[config.mk]
export PLATFORM = sky130hd
export DESIGN_NAME = fetch_redirect_unit
export DESIGN_NICKNAME = d
export VERILOG_FILES = /design/src/rtl/fetch_redirect_unit_pkg.sv /design/src/rtl/fetch_redirect_unit_ras.sv /design/src/rtl/fetch_redirect_unit.sv
export SDC_FILE = /design/constraint.sdc
export NUM_CORES = 1
export LEC_CHECK = 0
export ABC_AREA = 1
export CAP_MARGIN = 20
export CELL_PAD_IN_SITES_DETAIL_PLACEMENT = 2
export CELL_PAD_IN_SITES_GLOBAL_PLACEMENT = 2
export CORE_MARGIN = 2
export CORE_UTILIZATION = 32
export CTS_CLUSTER_DIAMETER = 40
export DETAILED_ROUTE_END_ITERATION = 16
export PLACE_DENSITY_LB_ADDON = 0.12
export SLEW_MARGIN = 25
export SYNTH_ARGS = -nofsm -noshare
export SYNTH_HDL_FRONTEND = slang
export SYNTH_SLANG_ARGS = --single-unit
export TNS_END_PERCENT = 20
[constraint.sdc]
create_clock -name clk -period 2.75 [get_ports clk]
set_clock_uncertainty 0.05 [all_clocks]
set_input_delay 0.275 -clock clk [delete_from_list [all_inputs] [get_ports clk]]
set_output_delay 0.275 -clock clk [all_outputs]
set_load 0.005 [all_outputs]
[src/rtl/fetch_redirect_unit_pkg.sv]
// Shared opcode and pc-select encodings for the fetch/decode boundary.
// Imported by the redirect unit and the fetch stage.
package fetch_redirect_unit_pkg;

  localparam logic [3:0] OP_JMP  = 4'b1100;
  localparam logic [3:0] OP_CALL = 4'b1101;
  localparam logic [3:0] OP_RET  = 4'b1110;
  localparam logic [3:0] OP_BEQZ = 4'b1000;
  localparam logic [3:0] OP_BNEZ = 4'b1001;

  localparam logic [1:0] PC_SRC_NPC = 2'b00;
  localparam logic [1:0] PC_SRC_J   = 2'b01;
  localparam logic [1:0] PC_SRC_I   = 2'b10;
  localparam logic [1:0] PC_SRC_RET = 2'b11;

  localparam logic [15:0] NOP_WORD_DEF = 16'h0000;

endpackage

[src/rtl/fetch_redirect_unit_ras.sv]
// Circular return-address stack with saturating occupancy count.
// A push when full overwrites the oldest entry.
module return_address_stack #(
  parameter int DEPTH = 8
) (
  input  logic        clk,
  input  logic        reset_n,
  input  logic        push,
  input  logic        pop,
  input  logic [15:0] push_data,
  output logic [15:0] top,
  output logic        empty
);

  localparam int PW = $clog2(DEPTH);
  localparam int CW = PW + 1;

  logic [15:0]   mem [DEPTH];
  logic [PW-1:0] ptr;
  logic [CW-1:0] count;
  logic          full;
  logic [PW-1:0] top_idx;

  assign empty   = (count == '0);
  assign full    = (count == CW'(DEPTH));
  assign top_idx = ptr - PW'(1);
  assign top     = empty ? 16'h0000 : mem[top_idx];

  always_ff @(posedge clk or negedge reset_n) begin
    if (!reset_n) begin
      ptr   <= '0;
      count <= '0;
      for (int i = 0; i < DEPTH; i++) mem[i] <= 16'h0000;
    end else if (push) begin
      mem[ptr] <= push_data;
      ptr      <= ptr + PW'(1);
      if (!full) count <= count + CW'(1);
    end else if (pop && !empty) begin
      ptr   <= top_idx;
      count <= count - CW'(1);
    end
  end

endmodule

[src/rtl/fetch_redirect_unit.sv]
// IF/ID register plus decode-stage control-flow resolution.
// Drives fetch pc_src/stall/kill and owns the return-address stack.
module fetch_redirect_unit
  import fetch_redirect_unit_pkg::*;
#(
  parameter int          RAS_DEPTH = 8,
  parameter logic [15:0] NOP_WORD  = NOP_WORD_DEF
) (
  input  logic        clk,
  input  logic        reset_n,
  input  logic [15:0] if_instruction,
  input  logic [15:0] if_npc,
  input  logic [15:0] rs_value,
  input  logic        rs_ready,
  input  logic        hold_in,
  output logic [1:0]  pc_src,
  output logic [15:0] j_target,
  output logic [15:0] i_target,
  output logic [15:0] ret_target,
  output logic        stall,
  output logic        kill,
  output logic [15:0] id_instr,
  output logic [15:0] id_npc,
  output logic        id_valid,
  output logic        ras_underflow
);

  logic [3:0] op;
  logic       is_jmp, is_call, is_ret;
  logic       is_beqz, is_bnez;
  logic       need_rs, taken;
  logic       push, pop, ras_empty;

  assign op      = id_instr[15:12];
  assign is_jmp  = id_valid && op == OP_JMP;
  assign is_call = id_valid && op == OP_CALL;
  assign is_ret  = id_valid && op == OP_RET;
  assign is_beqz = id_valid && op == OP_BEQZ;
  assign is_bnez = id_valid && op == OP_BNEZ;

  assign need_rs = (is_beqz || is_bnez) && !rs_ready;
  assign stall   = hold_in || need_rs;
  assign taken   = (is_beqz && rs_value == 16'h0)
                || (is_bnez && rs_value != 16'h0);

  assign j_target = {id_npc[15:12], id_instr[11:0]};
  assign i_target = id_npc + {{10{id_instr[5]}}, id_instr[5:0]};

  always_comb begin
    pc_src = PC_SRC_NPC;
    kill   = 1'b0;
    if (!stall) begin
      unique case (1'b1)
        is_jmp, is_call: begin
          pc_src = PC_SRC_J;
          kill   = 1'b1;
        end
        is_ret: begin
          pc_src = PC_SRC_RET;
          kill   = 1'b1;
        end
        taken: begin
          pc_src = PC_SRC_I;
          kill   = 1'b1;
        end
        default: ;
      endcase
    end
  end

  assign push = !stall && is_call;
  assign pop  = !stall && is_ret;

  always_ff @(posedge clk or negedge reset_n) begin
    if (!reset_n) begin
      id_instr <= NOP_WORD;
      id_npc   <= 16'h0000;
      id_valid <= 1'b0;
    end else if (!stall) begin
      if (kill) begin
        id_instr <= NOP_WORD;
        id_npc   <= 16'h0000;
        id_valid <= 1'b0;
      end else begin
        id_instr <= if_instruction;
        id_npc   <= if_npc;
        id_valid <= 1'b1;
      end
    end
  end

  always_ff @(posedge clk or negedge reset_n) begin
    if (!reset_n) ras_underflow <= 1'b0;
    else if (pop && ras_empty) ras_underflow <= 1'b1;
  end

  return_address_stack #(
    .DEPTH(RAS_DEPTH)
  ) u_ras (
    .clk      (clk),
    .reset_n  (reset_n),
    .push     (push),
    .pop      (pop),
    .push_data(id_npc),
    .top      (ret_target),
    .empty    (ras_empty)
  );

endmodule

==> results of run 1 <==
[layout by cell type, fill, tap and decap left out, types with 5 or more instances in the layout]
| cell type | n |
|---|---|
| sky130_fd_sc_hd__clkbuf_2 | 6 |
| sky130_fd_sc_hd__buf_12 | 6 |
| sky130_fd_sc_hd__o22ai_1 | 20 |
| sky130_fd_sc_hd__clkbuf_16 | 18 |
| sky130_fd_sc_hd__o21ai_2 | 18 |
| sky130_fd_sc_hd__dfrtp_1 | 163 |
| sky130_fd_sc_hd__inv_1 | 109 |
| sky130_fd_sc_hd__ha_1 | 5 |
| sky130_fd_sc_hd__dlygate4sd2_1 | 9 |
| sky130_fd_sc_hd__nand3_1 | 8 |
| sky130_fd_sc_hd__dfrtp_2 | 5 |
| sky130_fd_sc_hd__nor2_2 | 5 |
| sky130_fd_sc_hd__nor2_1 | 70 |
| sky130_fd_sc_hd__o21ai_1 | 58 |
| sky130_fd_sc_hd__nand2_2 | 21 |
| sky130_fd_sc_hd__a31oi_1 | 16 |
| sky130_fd_sc_hd__nand2_1 | 175 |
| sky130_fd_sc_hd__a21oi_1 | 37 |
| sky130_fd_sc_hd__inv_2 | 6 |
| sky130_fd_sc_hd__ha_4 | 11 |
| sky130_fd_sc_hd__clkdlybuf4s50_1 | 114 |
| sky130_fd_sc_hd__a21oi_2 | 7 |
| sky130_fd_sc_hd__inv_6 | 6 |
| sky130_fd_sc_hd__xor2_1 | 13 |
| sky130_fd_sc_hd__buf_4 | 58 |
| sky130_fd_sc_hd__o21ai_0 | 169 |
[cells by family after synthesis]
| logic type | count (synthesis) | synth area share [%] |
|---|---|---|
| AOI/OAI and AO/OA | 337 | 21.06 |
| and+or+nand+nor | 298 | 15.11 |
| buffers and inverters | 188 | 9.969 |
| DFF | 169 | 49.05 |
| adders and majority gates | 20 | 2.989 |
| xor gates and xnor gates | 18 | 1.828 |
[worst max-delay path: stages, from the launching register on]
cell                              delay, ns
sky130_fd_sc_hd__dfrtp_4               0.59
sky130_fd_sc_hd__ha_4                  0.34
sky130_fd_sc_hd__nand2_2               0.08
sky130_fd_sc_hd__o21ai_1               0.16
sky130_fd_sc_hd__nand2_1               0.09
sky130_fd_sc_hd__nand4_1               0.13
sky130_fd_sc_hd__buf_4                 0.13
sky130_fd_sc_hd__xor2_1                0.14
sky130_fd_sc_hd__clkdlybuf4s50_1       0.52
[cell type report]
| cell class | count | area share (%) |
|---|---|---|
| Multi-Input combinational cell | 673 | 33.08 |
| Clock inverter | 15 | 1.277 |
| Clock buffer | 17 | 3.711 |
| Sequential cell | 169 | 36.97 |
| Inverter | 116 | 3.798 |
| Tap cell | 341 | 3.722 |
| Timing Repair Buffer | 206 | 17.44 |
[how the worst max path moves through the flow]
stage,from,endpoint,slack [ns]
final,id_instr[5],i_target[11],-0.19
after global routing,id_instr[5],i_target[11],-0.33
after CTS,id_instr[5],i_target[11],-0.23
after detailed placement,id_instr[0],i_target[12],-0.07
after global placement,u_ras.ptr[0],ret_target[3],0.05
after floorplan,u_ras.ptr[0],ret_target[10],0.37
[per-layer routing]
layer	vias up	share of wire, %
met3	59	2.4
met5	-	0
li1	3668	-
met2	131	52
met4	0	3.1
met1	4087	42
[state kept, by name (all words and copies together), names as in the netlist]
signal,cells
id_npc,16
u_ras.ptr,3
u_ras.count,4
id_valid,1
ras_underflow,1
u_ras.mem,128
id_instr,16
[where the power goes]
group | leakage [nW] | switching, W | internal, W
clock network | 0.276 | 0.00120 | 0.00121
logic | 2.91 | 0.00325 | 0.00265
registers | 2.12 | 0.000294 | 0.00283
total | 5.30 | 0.00475 | 0.00669
[metrics by stage]
| step | hold WS (ns) | power [W] | area [um^2] | worst slack (ns) |
|---|---|---|---|---|
| floorplan | -0.07059 | 0.005748 | 8622 | 0.3696 |
| global placement | 0.2600 | 0.008619 | 10490 | 0.05010 |
| detailed placement | 0.2606 | 0.008718 | 10490 | -0.06794 |
| CTS | 0.3153 | 0.01144 | 11330 | -0.2283 |
| global route | 0.3296 | 0.01220 | 11460 | -0.3280 |
| finish | 0.3311 | 0.01144 | 11460 | -0.1893 |
[what timing repair did]
| item | CTS | global route |
|---|---|---|
| buffers inserted | 6 | 6 |
| hold endpoints to repair | 54 | 0 |
| cloned | 1 | 1 |
| hold buffers | 1 | 0 |
| pin swaps | 9 | 9 |
| gates resized for setup | 66 | 44 |
| endpoints found under the setup margin | 27 | 24 |
==> flow_results.xml, run 1 <==
<?xml version="1.0" encoding="UTF-8"?>
<metrics>
  <group name="critical_path">
    <metric name="worst-path-max-fanout" unit="">8</metric>
    <metric name="cp_data_arrival_time" unit="ns">2.61</metric>
    <metric name="worstSetupPathType" unit="">flip-flop to primary output</metric>
    <metric name="crit_required" unit="ns">2.42</metric>
    <metric name="critical_path.endpoint_type" unit="">primary output</metric>
    <metric name="setup.reg_to_reg.worst_slack" unit="ns">0.55</metric>
    <metric name="r2r-start" unit="">id_instr[13]</metric>
    <metric name="startpoint_type" unit="">flip-flop</metric>
    <metric name="depth_of_the_worst_register_to_register_path" unit="">9</metric>
    <metric name="reg2reg_to" unit="">u_ras.mem[10]</metric>
  </group>
  <group name="min_path">
    <metric name="worst_hold_path_ep" unit="">id_instr[8]</metric>
    <metric name="worst_hold_startpoint" unit="">if_instruction[8]</metric>
    <metric name="hold_path_depth" unit="">3</metric>
    <metric name="timing.hold.worst.class" unit="">primary input to flip-flop</metric>
  </group>
  <group name="sta">
    <metric name="finalCritPeriodShare" unit="%">106.9</metric>
    <metric name="final-max-slew-violation-count" unit="">0</metric>
    <metric name="peak_freq" unit="GHz">0.3402</metric>
    <metric name="final_setup_tns" unit="ns">-0.5730</metric>
    <metric name="final_period_minus_worst_setup_slack" unit="ns">2.939</metric>
    <metric name="worst_slack" unit="ns">-0.1893</metric>
    <metric name="final_hold_viol_count" unit="">0</metric>
    <metric name="worst_slew_margin_rel" unit="%">57.14</metric>
    <metric name="timing.final.setup_violations" unit="">7</metric>
    <metric name="worst_margin_pin_slew" unit="ns">0.6429</metric>
    <metric name="rsz0062_at_grt" unit="">yes</metric>
  </group>
  <group name="placed_design">
    <metric name="dp.final_hpwl" unit="mm">22.08</metric>
    <metric name="io_buffers" unit="">137</metric>
    <metric name="routabilityCongestion" unit="">0.7565</metric>
    <metric name="placed_cells_incl_taps" unit="">1490</metric>
  </group>
  <group name="clock_network">
    <metric name="cts.sinks" unit="">169</metric>
    <metric name="clock_path_buffers" unit="">2</metric>
    <metric name="cts_tree" unit="">yes</metric>
    <metric name="cts.reportedPaths.clkPinSlew" unit="ns">0.08</metric>
    <metric name="htreeDepth" unit="">4</metric>
    <metric name="root_buffer_master" unit="">sky130_fd_sc_hd__clkbuf_16</metric>
    <metric name="clk_latency" unit="ns">0.44</metric>
    <metric name="cts_buffers" unit="">17</metric>
  </group>
  <group name="drt">
    <metric name="drt-wirelength-per-cell" unit="um">21.48</metric>
    <metric name="ant_nets" unit="">0</metric>
    <metric name="detail_route.vias_per_cell" unit="">5.169</metric>
    <metric name="routed-via-count" unit="">7945</metric>
    <metric name="drt_wl_total" unit="mm">33.01</metric>
    <metric name="drt_iter0_markers" unit="">380</metric>
    <metric name="remaining_drc_errors" unit="">0</metric>
    <metric name="drt_pass1_iterations" unit="">4</metric>
  </group>
  <group name="yosys">
    <metric name="synth_most_common_cell" unit="">sky130_fd_sc_hd__o21ai_0</metric>
    <metric name="syn_nets" unit="">1102</metric>
    <metric name="async_reset_ff_share" unit="%">100.0</metric>
    <metric name="ys_top_cells_by_count" unit="">sky130_fd_sc_hd__o21ai_0, sky130_fd_sc_hd__nand2_1, sky130_fd_sc_hd__dfrtp_1, sky130_fd_sc_hd__inv_1, sky130_fd_sc_hd__nor2_1</metric>
    <metric name="synth_top_area_share" unit="%">49.05</metric>
    <metric name="post_synth_instance_area" unit="um^2">8622</metric>
    <metric name="synth-edff-count" unit="">0</metric>
    <metric name="post_synth_inst_count" unit="">1030</metric>
    <metric name="ys_seq_elements" unit="">169</metric>
    <metric name="yosysWarnings" unit="">0</metric>
    <metric name="avgSynthCellArea" unit="um^2">8.371</metric>
    <metric name="yosys.cell_types.count" unit="">39</metric>
    <metric name="synth_top_cells_by_area" unit="">sky130_fd_sc_hd__dfrtp_1, sky130_fd_sc_hd__o21ai_0, sky130_fd_sc_hd__nand2_1, sky130_fd_sc_hd__inv_1, sky130_fd_sc_hd__nor2_1</metric>
    <metric name="ys_seq_area_share" unit="%">49.05</metric>
    <metric name="post-synth-top-area-cell" unit="">sky130_fd_sc_hd__dfrtp_1</metric>
    <metric name="synth_flop_cell" unit="">sky130_fd_sc_hd__dfrtp_1</metric>
  </group>
  <group name="outcome">
    <metric name="status" unit="">complete, but fails checks</metric>
    <metric name="failed_checks" unit="">setup timing</metric>
  </group>
  <group name="floorplan">
    <metric name="die_width" unit="um">168.1</metric>
    <metric name="std_cell_rows" unit="">60</metric>
    <metric name="floorplan.core_area" unit="um^2">26730</metric>
    <metric name="floorplan.initialDensity" unit="%">32.26</metric>
    <metric name="chipHeight" unit="um">168.1</metric>
    <metric name="io_pins" unit="">138</metric>
    <metric name="die_area" unit="um^2">28270</metric>
  </group>
  <group name="cells_and_area">
    <metric name="multi_input_area" unit="um^2">3792</metric>
    <metric name="fill_cells" unit="">2967</metric>
    <metric name="area_taken_by_flip_flops_and_latches" unit="um^2">4239</metric>
    <metric name="share_of_final_layout_standard_cells_stronger_than_drive_strength_1" unit="%">17.14</metric>
    <metric name="design.final.nets" unit="">1255</metric>
    <metric name="finish.utilization" unit="%">42.90</metric>
    <metric name="syn2layout_area_growth" unit="%">32.97</metric>
    <metric name="fin_cells" unit="">1537</metric>
    <metric name="diodes" unit="">0</metric>
  </group>
  <group name="global_routing">
    <metric name="grt_use_met1" unit="%">29.20</metric>
    <metric name="grt_pass1_vias" unit="">8761</metric>
    <metric name="gr_busiest_metal" unit="">met2</metric>
    <metric name="grt_remaining_overflow" unit="">0</metric>
    <metric name="initial_antenna_violation_count" unit="">0</metric>
    <metric name="grt_pass1_wl" unit="mm">50.98</metric>
    <metric name="groute.usage.overall" unit="%">23.64</metric>
    <metric name="groute.layer.met3.usage" unit="%">2.821</metric>
    <metric name="maximum_number_of_pins_on_one_net_before_global_route_repair" unit="">69</metric>
    <metric name="grtUsageMet2" unit="%">42.92</metric>
  </group>
  <group name="power_and_ir_drop">
    <metric name="cellLeakagePower" unit="nW">5.304</metric>
    <metric name="powerDensity" unit="nW/um^2">998.2</metric>
    <metric name="worst_ir_drop_vdd" unit="mV">0.5527</metric>
  </group>
  <group name="flow_run">
    <metric name="drv.max_cap_violation_count" unit="">0</metric>
  </group>
</metrics>
(Power assumes the default switching activity.)
==> run 2, diff against run 1 <==
- CELL_PAD_IN_SITES_DETAIL_PLACEMENT: 2 -> 1
- CORE_UTILIZATION: 32 -> 29
- clock period: 2.75 -> 2.7 ns (I/O delays scaled with it)
==> flow_results.xml, run 2 (synthesis gave the netlist of run 1 again) <==
<?xml version="1.0" encoding="UTF-8"?>
<metrics>
  <group name="placed_design">
    <metric name="placed_cells_incl_taps" unit="">1544</metric>
    <metric name="routabilityCongestion" unit="">0.7562</metric>
    <metric name="io_buffers" unit="">137</metric>
    <metric name="place_worst_setup_slack" unit="ns">0.01523</metric>
    <metric name="dp.final_hpwl" unit="mm">21.51</metric>
  </group>
  <group name="clock_network">
    <metric name="root_buffer_master" unit="">sky130_fd_sc_hd__clkbuf_16</metric>
    <metric name="clock_path_buffers" unit="">2</metric>
    <metric name="cts_buffers" unit="">17</metric>
    <metric name="htreeDepth" unit="">4</metric>
    <metric name="cts_tree" unit="">yes</metric>
    <metric name="clk_latency" unit="ns">0.43</metric>
    <metric name="cts.reportedPaths.clkPinSlew" unit="ns">0.08</metric>
    <metric name="cts.sinks" unit="">169</metric>
  </group>
  <group name="critical_path">
    <metric name="critPathTopFamily" unit="">flip-flops</metric>
    <metric name="r2r-start" unit="">id_instr[13]</metric>
    <metric name="startpoint_type" unit="">flip-flop</metric>
    <metric name="startpoint" unit="">id_instr[5]</metric>
    <metric name="critical_path.endpoint_type" unit="">primary output</metric>
    <metric name="worstSetupPathType" unit="">flip-flop to primary output</metric>
    <metric name="crit_required" unit="ns">2.38</metric>
    <metric name="depth_of_the_worst_register_to_register_path" unit="">9</metric>
    <metric name="cp_slowest_stage_delay" unit="ns">0.58</metric>
    <metric name="crit_chain" unit="">ha_4, a21oi_4, o21ai_1, nand2_1, nand4_1, buf_4, buf_4, a21oi_2, xor2_1, buf_2</metric>
    <metric name="critical_path.most_common_cell" unit="">sky130_fd_sc_hd__buf_4</metric>
    <metric name="critPathSlowestCell" unit="">sky130_fd_sc_hd__dfrtp_4</metric>
    <metric name="worstSetupPathDepth" unit="">10</metric>
    <metric name="worst-path-max-fanout" unit="">8</metric>
    <metric name="setup.reg_to_reg.worst_slack" unit="ns">0.67</metric>
    <metric name="cp_data_arrival_time" unit="ns">2.40</metric>
    <metric name="worst-path-buf-inv" unit="">3</metric>
  </group>
  <group name="power_and_ir_drop">
    <metric name="clkPwrFrac" unit="%">20.7</metric>
    <metric name="p_sw" unit="W">0.004627</metric>
    <metric name="worst_ir_drop_vdd" unit="mV">0.4868</metric>
    <metric name="power_frac_seq" unit="%">28.0</metric>
    <metric name="powerDensity" unit="nW/um^2">981.8</metric>
    <metric name="combinationalPowerShare" unit="%">51.4</metric>
    <metric name="total_power" unit="W">0.01130</metric>
    <metric name="cellLeakagePower" unit="nW">5.310</metric>
    <metric name="switching_fraction" unit="%">40.95</metric>
    <metric name="internal-power" unit="W">0.006671</metric>
  </group>
  <group name="sta">
    <metric name="final-max-slew-violation-count" unit="">0</metric>
    <metric name="timing.final.setup_violations" unit="">3</metric>
    <metric name="peak_freq" unit="GHz">0.3674</metric>
    <metric name="final_hold_viol_count" unit="">0</metric>
    <metric name="worst_slack" unit="ns">-0.02207</metric>
    <metric name="final_period_minus_worst_setup_slack" unit="ns">2.722</metric>
    <metric name="finalCritPeriodShare" unit="%">100.8</metric>
    <metric name="rsz0062_at_grt" unit="">yes</metric>
    <metric name="worst_slew_margin_rel" unit="%">55.73</metric>
    <metric name="final_setup_tns" unit="ns">-0.04379</metric>
    <metric name="worst_margin_pin_slew" unit="ns">0.6641</metric>
  </group>
  <group name="cells_and_area">
    <metric name="commonest_cells_after_routing_fill_and_taps_aside" unit="">sky130_fd_sc_hd__nand2_1, sky130_fd_sc_hd__o21ai_0, sky130_fd_sc_hd__dfrtp_1, sky130_fd_sc_hd__inv_1, sky130_fd_sc_hd__clkdlybuf4s50_1</metric>
    <metric name="fin_cells" unit="">1590</metric>
    <metric name="top_register" unit="">u_ras.mem</metric>
    <metric name="largest_register_ffs" unit="">128</metric>
    <metric name="share_of_final_layout_standard_cells_stronger_than_drive_strength_1" unit="%">17.50</metric>
    <metric name="finish.utilization" unit="%">39.03</metric>
    <metric name="layout.cells.most_common" unit="">sky130_fd_sc_hd__nand2_1</metric>
    <metric name="diodes" unit="">0</metric>
    <metric name="syn2layout_area_growth" unit="%">33.46</metric>
    <metric name="design.final.nets" unit="">1260</metric>
    <metric name="layout_top_registers" unit="">u_ras.mem: 128 flops, id_instr: 16 flops, id_npc: 16 flops</metric>
  </group>
  <group name="floorplan">
    <metric name="chipHeight" unit="um">176.4</metric>
    <metric name="floorplan.initialDensity" unit="%">29.25</metric>
    <metric name="die_area" unit="um^2">31130</metric>
    <metric name="std_cell_rows" unit="">63</metric>
    <metric name="floorplan.core_area" unit="um^2">29480</metric>
    <metric name="die_width" unit="um">176.4</metric>
    <metric name="io_pins" unit="">138</metric>
  </group>
  <group name="global_routing">
    <metric name="grt_pass1_vias" unit="">8145</metric>
    <metric name="grt_pass1_wl" unit="mm">48.40</metric>
    <metric name="grt_remaining_overflow" unit="">0</metric>
    <metric name="initial_antenna_violation_count" unit="">0</metric>
    <metric name="maximum_number_of_pins_on_one_net_before_global_route_repair" unit="">69</metric>
    <metric name="groute.usage.overall" unit="%">20.69</metric>
  </group>
  <group name="drt">
    <metric name="detail_route.vias_per_cell" unit="">4.760</metric>
    <metric name="drt_iter0_markers" unit="">277</metric>
    <metric name="drt-wirelength-per-cell" unit="um">19.26</metric>
    <metric name="remaining_drc_errors" unit="">0</metric>
    <metric name="drt_wl_total" unit="mm">30.62</metric>
    <metric name="ant_nets" unit="">0</metric>
    <metric name="drt_pass1_iterations" unit="">4</metric>
    <metric name="routed-via-count" unit="">7569</metric>
  </group>
  <group name="outcome">
    <metric name="status" unit="">complete, but fails checks</metric>
    <metric name="failed_checks" unit="">setup timing</metric>
  </group>
  <group name="flow_run">
    <metric name="drv.max_cap_violation_count" unit="">0</metric>
  </group>
  <group name="min_path">
    <metric name="timing.hold.worst.class" unit="">primary input to asynchronous set/reset pin</metric>
  </group>
</metrics>
-- run 2: changes by cell type in the layout (fill, tap and decap cells not counted), sizes merged --
cell and change:
dlymetal6s2s -1, dlygate4sd2 -3, clkdlybuf4s50 -6, inv -3, buf +9, clkinvlp +2
clkdlybuf4s15 +2, clkbuf +5, clkinv -1
-- run 2: power groups by stage --
stage                     Sequential (W)  Combinational [W]  Clock [W]
final                            0.00316            0.00580    0.00234
after global routing             0.00321            0.00648    0.00250
after CTS                        0.00316            0.00587    0.00241
after detailed placement         0.00318            0.00573          0
after global placement           0.00317            0.00571          0
after floorplan                  0.00313            0.00272          0
-- run 2: final timing paths --
| check | end |
|---|---|
| hold / removal | u_ras.mem[79] |
| min in group clk | id_npc[7] |
| setup reg to reg | u_ras.mem[77] |
| setup / recovery | i_target[15] |
| max in group asynchronous | id_npc[11] |
| hold reg to reg | ras_underflow |
-- run 2: timing repair --
item | 4_1_cts | 5_1_grt
endpoints found under the setup margin | 28 | 23
resized for setup | 80 | 58
endpoints found under the hold margin | 56 | 0
hold buffers | 1 | 0
setup buffers | 6 | 7
pin swaps | 13 | 14
gates cloned | 1 | 0
-- run 2: metrics by stage --
stage	instance area (um^2)	hold WS, ns
after floorplan	8622	-0.07559
after global placement	10640	0.2740
after detailed placement	10640	0.2653
after CTS	11440	0.3171
after global routing	11510	0.3367
final	11510	0.3248
-- run 2: area by class of cell --
| type | count | area (um^2) |
|---|---|---|
| clock buffers | 18 | 429.2 |
| clock inverters | 13 | 108.9 |
| fillers | 3514 | 17970 |
| inverters | 116 | 436.7 |
| multi-input cells | 673 | 3777 |
| flip-flops and latches | 169 | 4238 |
| well taps | 390 | 488.0 |
| repair buffers | 211 | 2029 |
-- run 2: routing by layer --
layer	part of all wire, %	vias to the layer above	wire (um)	global-route usage, %
met2	52	104	15780	36.94
met3	2.5	28	771	2.972
met5	0	-	0	0
met4	2.3	0	694	5.923
li1	-	3686	-	-
met1	44	3751	13370	25.93
-- run 2: worst register-to-register path, stage by stage (launching register included) --
cell,delay (ns)
sky130_fd_sc_hd__dfrtp_1,0.42
sky130_fd_sc_hd__inv_2,0.08
sky130_fd_sc_hd__nand3_1,0.08
sky130_fd_sc_hd__nor2_2,0.14
sky130_fd_sc_hd__nand3_4,0.25
sky130_fd_sc_hd__nor2_2,0.24
sky130_fd_sc_hd__nand3_2,0.25
sky130_fd_sc_hd__buf_12,0.25
sky130_fd_sc_hd__nand2_1,0.07
sky130_fd_sc_hd__o21ai_0,0.07
==> run 3, diff against run 2 <==
- PLACE_DENSITY: unset -> 0.75
- PLACE_DENSITY_LB_ADDON: 0.12 -> unset
==> flow_results.xml, run 3 (synthesis gave the netlist of run 1 again) <==
<?xml version="1.0" encoding="UTF-8"?>
<metrics>
  <group name="sta">
    <metric name="rsz0062_at_grt" unit="">yes</metric>
    <metric name="final_setup_tns" unit="ns">0</metric>
    <metric name="worst_margin_pin_slew" unit="ns">0.4613</metric>
    <metric name="timing.final.setup_violations" unit="">0</metric>
    <metric name="final_hold_viol_count" unit="">0</metric>
    <metric name="finalCritPeriodShare" unit="%">98.74</metric>
    <metric name="peak_freq" unit="GHz">0.3751</metric>
    <metric name="final_period_minus_worst_setup_slack" unit="ns">2.666</metric>
    <metric name="worst_slack" unit="ns">0.03396</metric>
    <metric name="final-max-slew-violation-count" unit="">0</metric>
    <metric name="worst_slew_margin_rel" unit="%">69.25</metric>
  </group>
  <group name="flow_run">
    <metric name="drv.max_cap_violation_count" unit="">0</metric>
  </group>
  <group name="global_routing">
    <metric name="grt_pass1_wl" unit="mm">47.62</metric>
    <metric name="maximum_number_of_pins_on_one_net_before_global_route_repair" unit="">69</metric>
    <metric name="initial_antenna_violation_count" unit="">0</metric>
    <metric name="grt_remaining_overflow" unit="">0</metric>
    <metric name="groute.usage.overall" unit="%">19.89</metric>
    <metric name="grt_pass1_vias" unit="">8140</metric>
  </group>
  <group name="placed_design">
    <metric name="dp.final_hpwl" unit="mm">21.00</metric>
    <metric name="io_buffers" unit="">137</metric>
    <metric name="routabilityCongestion" unit="">0.8012</metric>
    <metric name="place_worst_setup_slack" unit="ns">-0.02953</metric>
    <metric name="post_dp_area" unit="um^2">10590</metric>
  </group>
  <group name="drt">
    <metric name="routed-via-count" unit="">7645</metric>
    <metric name="drt_iter0_markers" unit="">539</metric>
    <metric name="drt_pass1_iterations" unit="">5</metric>
    <metric name="remaining_drc_errors" unit="">0</metric>
    <metric name="drt_wl_total" unit="mm">30.16</metric>
    <metric name="detail_route.vias_per_cell" unit="">4.787</metric>
    <metric name="drt-wirelength-per-cell" unit="um">18.89</metric>
    <metric name="ant_nets" unit="">0</metric>
  </group>
  <group name="clock_network">
    <metric name="clock_path_buffers" unit="">2</metric>
    <metric name="root_buffer_master" unit="">sky130_fd_sc_hd__clkbuf_16</metric>
    <metric name="cts.sinks" unit="">169</metric>
    <metric name="cts_tree" unit="">yes</metric>
    <metric name="cts_buffers" unit="">17</metric>
    <metric name="clk_latency" unit="ns">0.43</metric>
    <metric name="htreeDepth" unit="">4</metric>
    <metric name="cts.reportedPaths.clkPinSlew" unit="ns">0.07</metric>
  </group>
  <group name="cells_and_area">
    <metric name="largest_register_ffs" unit="">128</metric>
    <metric name="diodes" unit="">0</metric>
    <metric name="top_register" unit="">u_ras.mem</metric>
    <metric name="share_of_final_layout_standard_cells_stronger_than_drive_strength_1" unit="%">17.98</metric>
    <metric name="finish.utilization" unit="%">39.09</metric>
    <metric name="layout_top_registers" unit="">u_ras.mem: 128 flops, id_instr: 16 flops, id_npc: 16 flops</metric>
    <metric name="commonest_cells_after_routing_fill_and_taps_aside" unit="">sky130_fd_sc_hd__nand2_1, sky130_fd_sc_hd__o21ai_0, sky130_fd_sc_hd__dfrtp_1, sky130_fd_sc_hd__inv_1, sky130_fd_sc_hd__clkdlybuf4s50_1</metric>
    <metric name="syn2layout_area_growth" unit="%">33.65</metric>
    <metric name="finalInstanceArea" unit="um^2">11520</metric>
    <metric name="layout.cells.most_common" unit="">sky130_fd_sc_hd__nand2_1</metric>
    <metric name="design.final.nets" unit="">1267</metric>
  </group>
  <group name="floorplan">
    <metric name="die_width" unit="um">176.4</metric>
    <metric name="floorplan.initialDensity" unit="%">29.25</metric>
    <metric name="chipHeight" unit="um">176.4</metric>
    <metric name="std_cell_rows" unit="">63</metric>
    <metric name="die_area" unit="um^2">31130</metric>
    <metric name="io_pins" unit="">138</metric>
    <metric name="floorplan.core_area" unit="um^2">29480</metric>
  </group>
  <group name="min_path">
    <metric name="timing.hold.worst.class" unit="">primary input to asynchronous set/reset pin</metric>
  </group>
  <group name="power_and_ir_drop">
    <metric name="combinationalPowerShare" unit="%">50.4</metric>
    <metric name="powerDensity" unit="nW/um^2">978.1</metric>
    <metric name="p_sw" unit="W">0.004548</metric>
    <metric name="clkPwrFrac" unit="%">21.9</metric>
    <metric name="power_frac_seq" unit="%">27.8</metric>
    <metric name="internal-power" unit="W">0.006724</metric>
    <metric name="switching_fraction" unit="%">40.35</metric>
    <metric name="cellLeakagePower" unit="nW">5.333</metric>
    <metric name="worst_ir_drop_vdd" unit="mV">0.4856</metric>
  </group>
  <group name="critical_path">
    <metric name="crit_required" unit="ns">2.38</metric>
    <metric name="worstSetupPathType" unit="">flip-flop to primary output</metric>
    <metric name="cp_data_arrival_time" unit="ns">2.35</metric>
    <metric name="startpoint_type" unit="">flip-flop</metric>
    <metric name="critical_path.endpoint_type" unit="">primary output</metric>
    <metric name="worst-path-max-fanout" unit="">5</metric>
  </group>
  <group name="outcome">
    <metric name="status" unit="">finished clean</metric>
  </group>
</metrics>
-- run 3: cell count changes in the layout (fill, tap and decap cells not counted), sizes merged, moves of 2 or more --
cell,change
clkbuf,-5
inv,-5
bufinv,+2
clkdlybuf4s15,-3
clkinvlp,+2
dlygate4sd2,+6
buf,+11
-- run 3: power groups by stage --
stage          Clock, W  Combinational, W  Sequential, W
5_1_grt         0.00261           0.00633        0.00317
2_1_floorplan         0           0.00272        0.00313
3_3_place_gp          0           0.00569        0.00314
6_report        0.00247           0.00568        0.00313
4_1_cts         0.00252           0.00566        0.00312
3_5_place_dp          0           0.00572        0.00316
-- run 3: path summary, 6_finish.rpt --
path	startpoint	end	slack, ns	cells after the start
worst max-delay path	id_instr[5]	i_target[14]	0.03	9
worst min-delay path	reset_n	id_instr[12]	0.26	2
worst max register to register	id_instr[13]	u_ras.count[3]	0.68	14
worst min register to register	u_ras.mem[63]	u_ras.mem[63]	0.43	2
max in group asynchronous	reset_n	u_ras.mem[22]	1.50	3
min in group clk	if_instruction[12]	id_instr[12]	0.34	3
-- run 3: worst max-delay path, cell delays in order, from the launching register on --
cell	delay (ns)
sky130_fd_sc_hd__dfrtp_2	0.45
sky130_fd_sc_hd__buf_4	0.16
sky130_fd_sc_hd__buf_4	0.16
sky130_fd_sc_hd__ha_1	0.33
sky130_fd_sc_hd__inv_1	0.11
sky130_fd_sc_hd__o31ai_1	0.26
sky130_fd_sc_hd__a21oi_1	0.06
sky130_fd_sc_hd__nand2_1	0.10
sky130_fd_sc_hd__xor2_1	0.15
sky130_fd_sc_hd__buf_2	0.14
-- run 3: final cells by class --
| cell class | count | area (um^2) |
|---|---|---|
| timing repair buffer | 218 | 2003 |
| tap | 390 | 488.0 |
| inverter | 116 | 439.2 |
| clock buffer | 18 | 429.2 |
| multi-input combinational | 673 | 3786 |
| clock inverter | 13 | 146.4 |
| fill | 3481 | 17960 |
| sequential | 169 | 4232 |
-- run 3: stage by stage --
step                std cells  hold WS [ns]  power [W]
finish                   1597        0.2620    0.01127
global route             1597        0.3029    0.01212
CTS                      1588        0.2676    0.01131
detailed placement       1545        0.1658   0.008884
global placement         1545        0.1623   0.008827
floorplan                1030      -0.07559   0.005855
-- run 3: timing repair --
action                     CTS  global route
setup buffers               11            10
setup endpoints to repair   28            23
hold buffers                 1             0
gates resized for setup     76            40
pin swaps                   11            15
hold endpoints to repair    35             0
-- run 3: metal layers --
layer / wire length, um / global-route usage (%) / vias to the layer above
met2: 15450 / 34.89 / 89
met1: 13730 / 26.01 / 3847
met3: 702 / 2.885 / 18
met5: 0 / 0 / -
li1: - / - / 3691
met4: 277 / 4.304 / 0
